--- config.mk ---
export PLATFORM = sky130hd
export DESIGN_NAME = ram_arbiter
export DESIGN_NICKNAME = d
export VERILOG_FILES = /design/src/rtl/ram_arbiter.sv
export SDC_FILE = /design/constraint.sdc
export NUM_CORES = 1
export LEC_CHECK = 0
export ABC_AREA = 1
export BUFFER_PORTS_ARGS = -buffer_cell sky130_fd_sc_hd__buf_2
export CORE_UTILIZATION = 53
export CTS_BUF_LIST = sky130_fd_sc_hd__clkbuf_4 sky130_fd_sc_hd__clkbuf_8
export DETAILED_ROUTE_END_ITERATION = 7
export HOLD_SLACK_MARGIN = 0.05
export PLACE_DENSITY_LB_ADDON = 0.05
export SKIP_LAST_GASP = 1
export SLEW_MARGIN = 15
export SYNTH_ARGS = -nofsm -noshare
export SYNTH_HDL_FRONTEND = slang
export SYNTH_SLANG_ARGS = --single-unit
--- constraint.sdc ---
create_clock -name clk -period 3.3 [get_ports clk]
set_input_delay 0.495 -clock clk [delete_from_list [all_inputs] [get_ports clk]]
set_output_delay 0.495 -clock clk [all_outputs]
set_load 0.03 [all_outputs]
--- src/rtl/ram_arbiter.sv ---
// Round-robin two-port arbiter/sequencer for a 128x8 single-port RAM.
// Optional RAM_ARB_ADDR_CHECK_EN: out-of-range address gets gnt+err, no RAM access.
module ram_arbiter #(
   parameter int AW    = 8,
   parameter int DW    = 8,
   parameter int DEPTH = 128
) (
   input  logic          clk,
   input  logic          rst,
   input  logic          req0,
   input  logic          req1,
   input  logic          we0,
   input  logic          we1,
   input  logic [AW-1:0] addr0,
   input  logic [AW-1:0] addr1,
   input  logic [DW-1:0] wdata0,
   input  logic [DW-1:0] wdata1,
   output logic          gnt0,
   output logic          gnt1,
   output logic          rvalid0,
   output logic          rvalid1,
   output logic [DW-1:0] rdata0,
   output logic [DW-1:0] rdata1,
   output logic          err0,
   output logic          err1,
   output logic          ram_cs,
   output logic          ram_wr_e,
   output logic          ram_o_e,
   output logic [AW-1:0] ram_addr,
   output logic [DW-1:0] ram_wdata,
   input  logic [DW-1:0] ram_rdata,
   output logic          busy
);

   localparam logic [1:0] S_IDLE  = 2'd0;
   localparam logic [1:0] S_WRITE = 2'd1;
   localparam logic [1:0] S_READ  = 2'd2;
   localparam logic [1:0] S_RDATA = 2'd3;

   logic [1:0]    r_state;
   logic          r_last;
   logic          r_port;
   logic [AW-1:0] r_addr;
   logic          r_gnt0, r_gnt1;
   logic          r_rv0, r_rv1;
   logic [DW-1:0] r_rd0, r_rd1;
   logic          r_err0, r_err1;
   logic          r_cs, r_wr_e, r_o_e;
   logic [AW-1:0] r_ram_addr;
   logic [DW-1:0] r_ram_wdata;

   logic          w_win;
   logic          w_we;
   logic [AW-1:0] w_addr;
   logic [DW-1:0] w_wdata;
   logic          w_arb;
   logic          w_bad;

   assign w_win   = (req0 & req1) ? ~r_last : req1;
   assign w_we    = w_win ? we1 : we0;
   assign w_addr  = w_win ? addr1 : addr0;
   assign w_wdata = w_win ? wdata1 : wdata0;

   // The cycle carrying an error grant is IDLE but the requester still holds req.
   assign w_arb = (r_state == S_IDLE) & (req0 | req1)
                & ~r_gnt0 & ~r_gnt1;

`ifdef RAM_ARB_ADDR_CHECK_EN
   localparam logic [AW:0] LP_DEPTH = (AW+1)'(DEPTH);
   assign w_bad = ({1'b0, w_addr} >= LP_DEPTH);
`else
   assign w_bad = 1'b0;
`endif

   always_ff @(posedge clk) begin
      if (rst) begin
         r_state     <= S_IDLE;
         r_last      <= 1'b1;
         r_port      <= 1'b0;
         r_addr      <= '0;
         r_gnt0      <= 1'b0;
         r_gnt1      <= 1'b0;
         r_rv0       <= 1'b0;
         r_rv1       <= 1'b0;
         r_rd0       <= '0;
         r_rd1       <= '0;
         r_err0      <= 1'b0;
         r_err1      <= 1'b0;
         r_cs        <= 1'b0;
         r_wr_e      <= 1'b0;
         r_o_e       <= 1'b0;
         r_ram_addr  <= '0;
         r_ram_wdata <= '0;
      end else begin
         r_gnt0      <= 1'b0;
         r_gnt1      <= 1'b0;
         r_rv0       <= 1'b0;
         r_rv1       <= 1'b0;
         r_err0      <= 1'b0;
         r_err1      <= 1'b0;
         r_cs        <= 1'b0;
         r_wr_e      <= 1'b0;
         r_o_e       <= 1'b0;
         r_ram_addr  <= '0;
         r_ram_wdata <= '0;
         case (r_state)
            S_IDLE: begin
               if (w_arb) begin
                  r_last <= w_win;
                  r_port <= w_win;
                  r_addr <= w_addr;
                  r_gnt0 <= ~w_win;
                  r_gnt1 <= w_win;
                  if (w_bad) begin
                     r_err0 <= ~w_win;
                     r_err1 <= w_win;
                  end else begin
                     r_cs        <= 1'b1;
                     r_wr_e      <= w_we;
                     r_ram_addr  <= w_addr;
                     r_ram_wdata <= w_we ? w_wdata : '0;
                     r_state     <= w_we ? S_WRITE : S_READ;
                  end
               end
            end
            S_WRITE: begin
               r_state <= S_IDLE;
            end
            S_READ: begin
               r_cs       <= 1'b1;
               r_o_e      <= 1'b1;
               r_ram_addr <= r_addr;
               r_state    <= S_RDATA;
            end
            default: begin
               r_state <= S_IDLE;
               if (r_port) begin
                  r_rd1 <= ram_rdata;
                  r_rv1 <= 1'b1;
               end else begin
                  r_rd0 <= ram_rdata;
                  r_rv0 <= 1'b1;
               end
            end
         endcase
      end
   end

   assign gnt0      = r_gnt0;
   assign gnt1      = r_gnt1;
   assign rvalid0   = r_rv0;
   assign rvalid1   = r_rv1;
   assign rdata0    = r_rd0;
   assign rdata1    = r_rd1;
   assign err0      = r_err0;
   assign err1      = r_err1;
   assign ram_cs    = r_cs;
   assign ram_wr_e  = r_wr_e;
   assign ram_o_e   = r_o_e;
   assign ram_addr  = r_ram_addr;
   assign ram_wdata = r_ram_wdata;
   assign busy      = (r_state != S_IDLE);

endmodule

==> impl_metrics.env <==
export IMPL_yosysSeqAreaShare_pct=47.7
export IMPL_cts_sinks=51
export IMPL_finalClockSkew_ns=0.00821
export IMPL_hold_viol_final=0
export IMPL_cts_max_level=2
export IMPL_viasPerCell=4.61
export IMPL_cts_resized=0
export IMPL_fmax_ghz=0.531
export IMPL_clock_path_buffers=2
export IMPL_worstSkewPairLatency_ns=0.30
export IMPL_setup_worst_path_start_class="flop"
export IMPL_min_path_type="flop to flop"
export IMPL_slew_headroom_pct=62.0
export IMPL_fin_total_pwr_uw=1830
export IMPL_fin_tns_setup_ns=0
export IMPL_drive_above_1_share_pct=34.6
export IMPL_ff_latch_area_um2=1020
export IMPL_syn_to_final_growth_pct=23.6
export IMPL_cts_root_buf="clkbuf_8"
export IMPL_grt_pass1_wl_um=6890
export IMPL_wl_um=4010
export IMPL_status="finished, final reports clean"
export IMPL_grt_usage_pct=21.1
export IMPL_p_leak_uw=0.00138
export IMPL_start_util_pct=56.7
export IMPL_cts_buffers=5
export IMPL_rsz0062_at_grt="false"
export IMPL_nFillCells=343
export IMPL_maxSlewViolCount=0
export IMPL_period_share_pct=57.0
export IMPL_ys_seq_elements=51
export IMPL_finalNetCount=401
export IMPL_cts_tree="built"
export IMPL_clkTransAtPathRegs_ns=0.10
export IMPL_fp_coreArea_um2=3770
export IMPL_ys_types=27
export IMPL_setup_violations_final=0
export IMPL_crit_arrival_ns=1.39
export IMPL_routedWlPerCell_um=10.0
export IMPL_fin_crit_ns=1.88
export IMPL_pre_cts_slack_ns=1.62
export IMPL_hold_buffers=0
export IMPL_n_antenna_cell=0
export IMPL_final_cell_mix="85 x buf_2, 56 x nand2_1, 51 x dfxtp_1, 41 x nor2_1, 29 x inv_1"
export IMPL_syn_area_per_cell_um2=7.98
export IMPL_die_h_um=65.5
export IMPL_num_vias=1847
export IMPL_mostFrequentLayoutCell="buf_2"
export IMPL_drtIter0Drc=81
export IMPL_grt_pass1_vias=1608
export IMPL_setup_ws_ns=1.42
export IMPL_layout_cells_non_filler=401
export IMPL_io_buffer_count=85
export IMPL_critPathKind="flop to primary output"
export IMPL_post_cts_buffers=0
export IMPL_dpl_hpwl_um=3110
export IMPL_placed_cells_incl_taps=393
export IMPL_gp_congestion=0.750
export IMPL_ant_nets=0
export IMPL_die_w_um=65.5
export IMPL_synthCells=268
export IMPL_worstMarginPinSlew_ns=0.569
export IMPL_power_density_nw_per_um2=691
export IMPL_multi_input_area_um2=927
export IMPL_maxCapViolCount=0
export IMPL_yosys_warnings=0
export IMPL_die_area_um2=4290
export IMPL_num_io_pins=88
export IMPL_dr_pass1_iters=4
export IMPL_syn_area_um2=2140
export IMPL_grt_max_degree=22
export IMPL_required_ns=2.80
export IMPL_drc_errors=0
export IMPL_rows=22
export IMPL_antenna_found_initial=0
export IMPL_ir_worst_vdd_mv=0.378
export IMPL_grt_overflow_total=0
export IMPL_end_kind="primary output"
export IMPL_crit_fanout=4
-- stage by stage --
stage / util (%) / cell area [µm²] / hold WS (ns)
2_1_floorplan: - / 2140 / 0.426
3_3_place_gp: 67.7 / 2550 / 0.434
3_5_place_dp: 67.7 / 2550 / 0.447
4_1_cts: 70.1 / 2640 / 0.455
5_1_grt: 70.1 / 2640 / 0.480
6_report: 70.1 / 2640 / 0.460
-- area by class of cell --
type	count	share of cell area [%]
clock inverter	3	0.852
inverter	31	4.50
timing repair buffer	85	16.1
multi-input combinational	178	35.1
tap	48	2.27
sequential	51	38.6
clock buffer	5	2.60
-- routing by layer --
metal  up-vias  track usage, %  wire (µm)  share of wire (%)
met2        67            32.2       1680                 42
met4         0            7.61         56                1.4
met5         -               0          0                  0
li1        991               -          -                  -
met1       784            29.2       2040                 51
met3         5            4.17        243                6.1
-- critical path, stage by stage (launching register included) --
cell,delay [ns]
dfxtp_1,0.37
inv_1,0.08
ha_1,0.26
inv_1,0.15
buf_2,0.23
-- logic make-up (layout without fill, tap and decap cells) --
kind of cell	count (synthesis)	in the layout	synth area share, %
AND/OR/NAND/NOR	138	138	32.7
buffers and inverters	40	124	9.07
AO/OA/AOI/OAI	35	35	8.54
other	1	2	0.175
adder cells (fa/ha/maj)	3	3	1.76
flip-flops	51	51	47.7
-- cell usage after synthesis --
| library cell | count | area share, % |
|---|---|---|
| o21ai_0 | 18 | 4.2 |
| buf_2 | 2 | 0.47 |
| a21oi_1 | 10 | 2.3 |
| nor3_1 | 1 | 0.23 |
| nand2_2 | 1 | 0.29 |
| conb_1 | 1 | 0.18 |
| inv_2 | 1 | 0.18 |
| o21ai_2 | 1 | 0.41 |
| ha_1 | 3 | 1.8 |
| o21ai_1 | 5 | 1.2 |
| buf_6 | 4 | 2.1 |
| nand3_1 | 7 | 1.6 |
| nor2_8 | 1 | 0.94 |
| nand3_2 | 7 | 3.3 |
| nand2_1 | 56 | 9.8 |
| nand3b_1 | 8 | 2.8 |
| nand2_8 | 1 | 0.94 |
| nor2_4 | 1 | 0.53 |
| inv_1 | 29 | 5.1 |
| clkbuf_2 | 1 | 0.23 |
| nor2_1 | 41 | 7.2 |
| nand2_4 | 4 | 2.1 |
| dfxtp_1 | 51 | 48 |
| nor2_2 | 10 | 2.9 |
| a21oi_2 | 1 | 0.41 |
| buf_4 | 2 | 0.70 |
| inv_4 | 1 | 0.29 |
-- worst paths after layout --
check                           from                 endpoint  slack, ns  cells past startpoint
max          r_state[0]$_SDFFE_PP0P_                     busy       1.42                      4
min           r_addr[1]$_SDFFE_PP0P_   ram_addr[1]$_SDFF_PP0_       0.46                      2
max reg2reg  r_state[0]$_SDFFE_PP0P_  ram_wdata[4]$_SDFF_PP0_       1.72                      8
min reg2reg   r_addr[1]$_SDFFE_PP0P_   ram_addr[1]$_SDFF_PP0_       0.46                      2
-- registers in the layout, indices dropped and copies added (netlist names), 2 cells and up --
name,count
rdata1,8
r_state,2
ram_addr,8
rdata0,8
r_addr,8
ram_wdata,8
-- power by group --
group	switching [µW]	internal (µW)	leakage, µW
Sequential	51.8	737	0.000416
Clock	205	154	0.0000489
Combinational	476	204	0.000913
Total	733	1090	0.00138
Power figures use the tool's default switching activity.
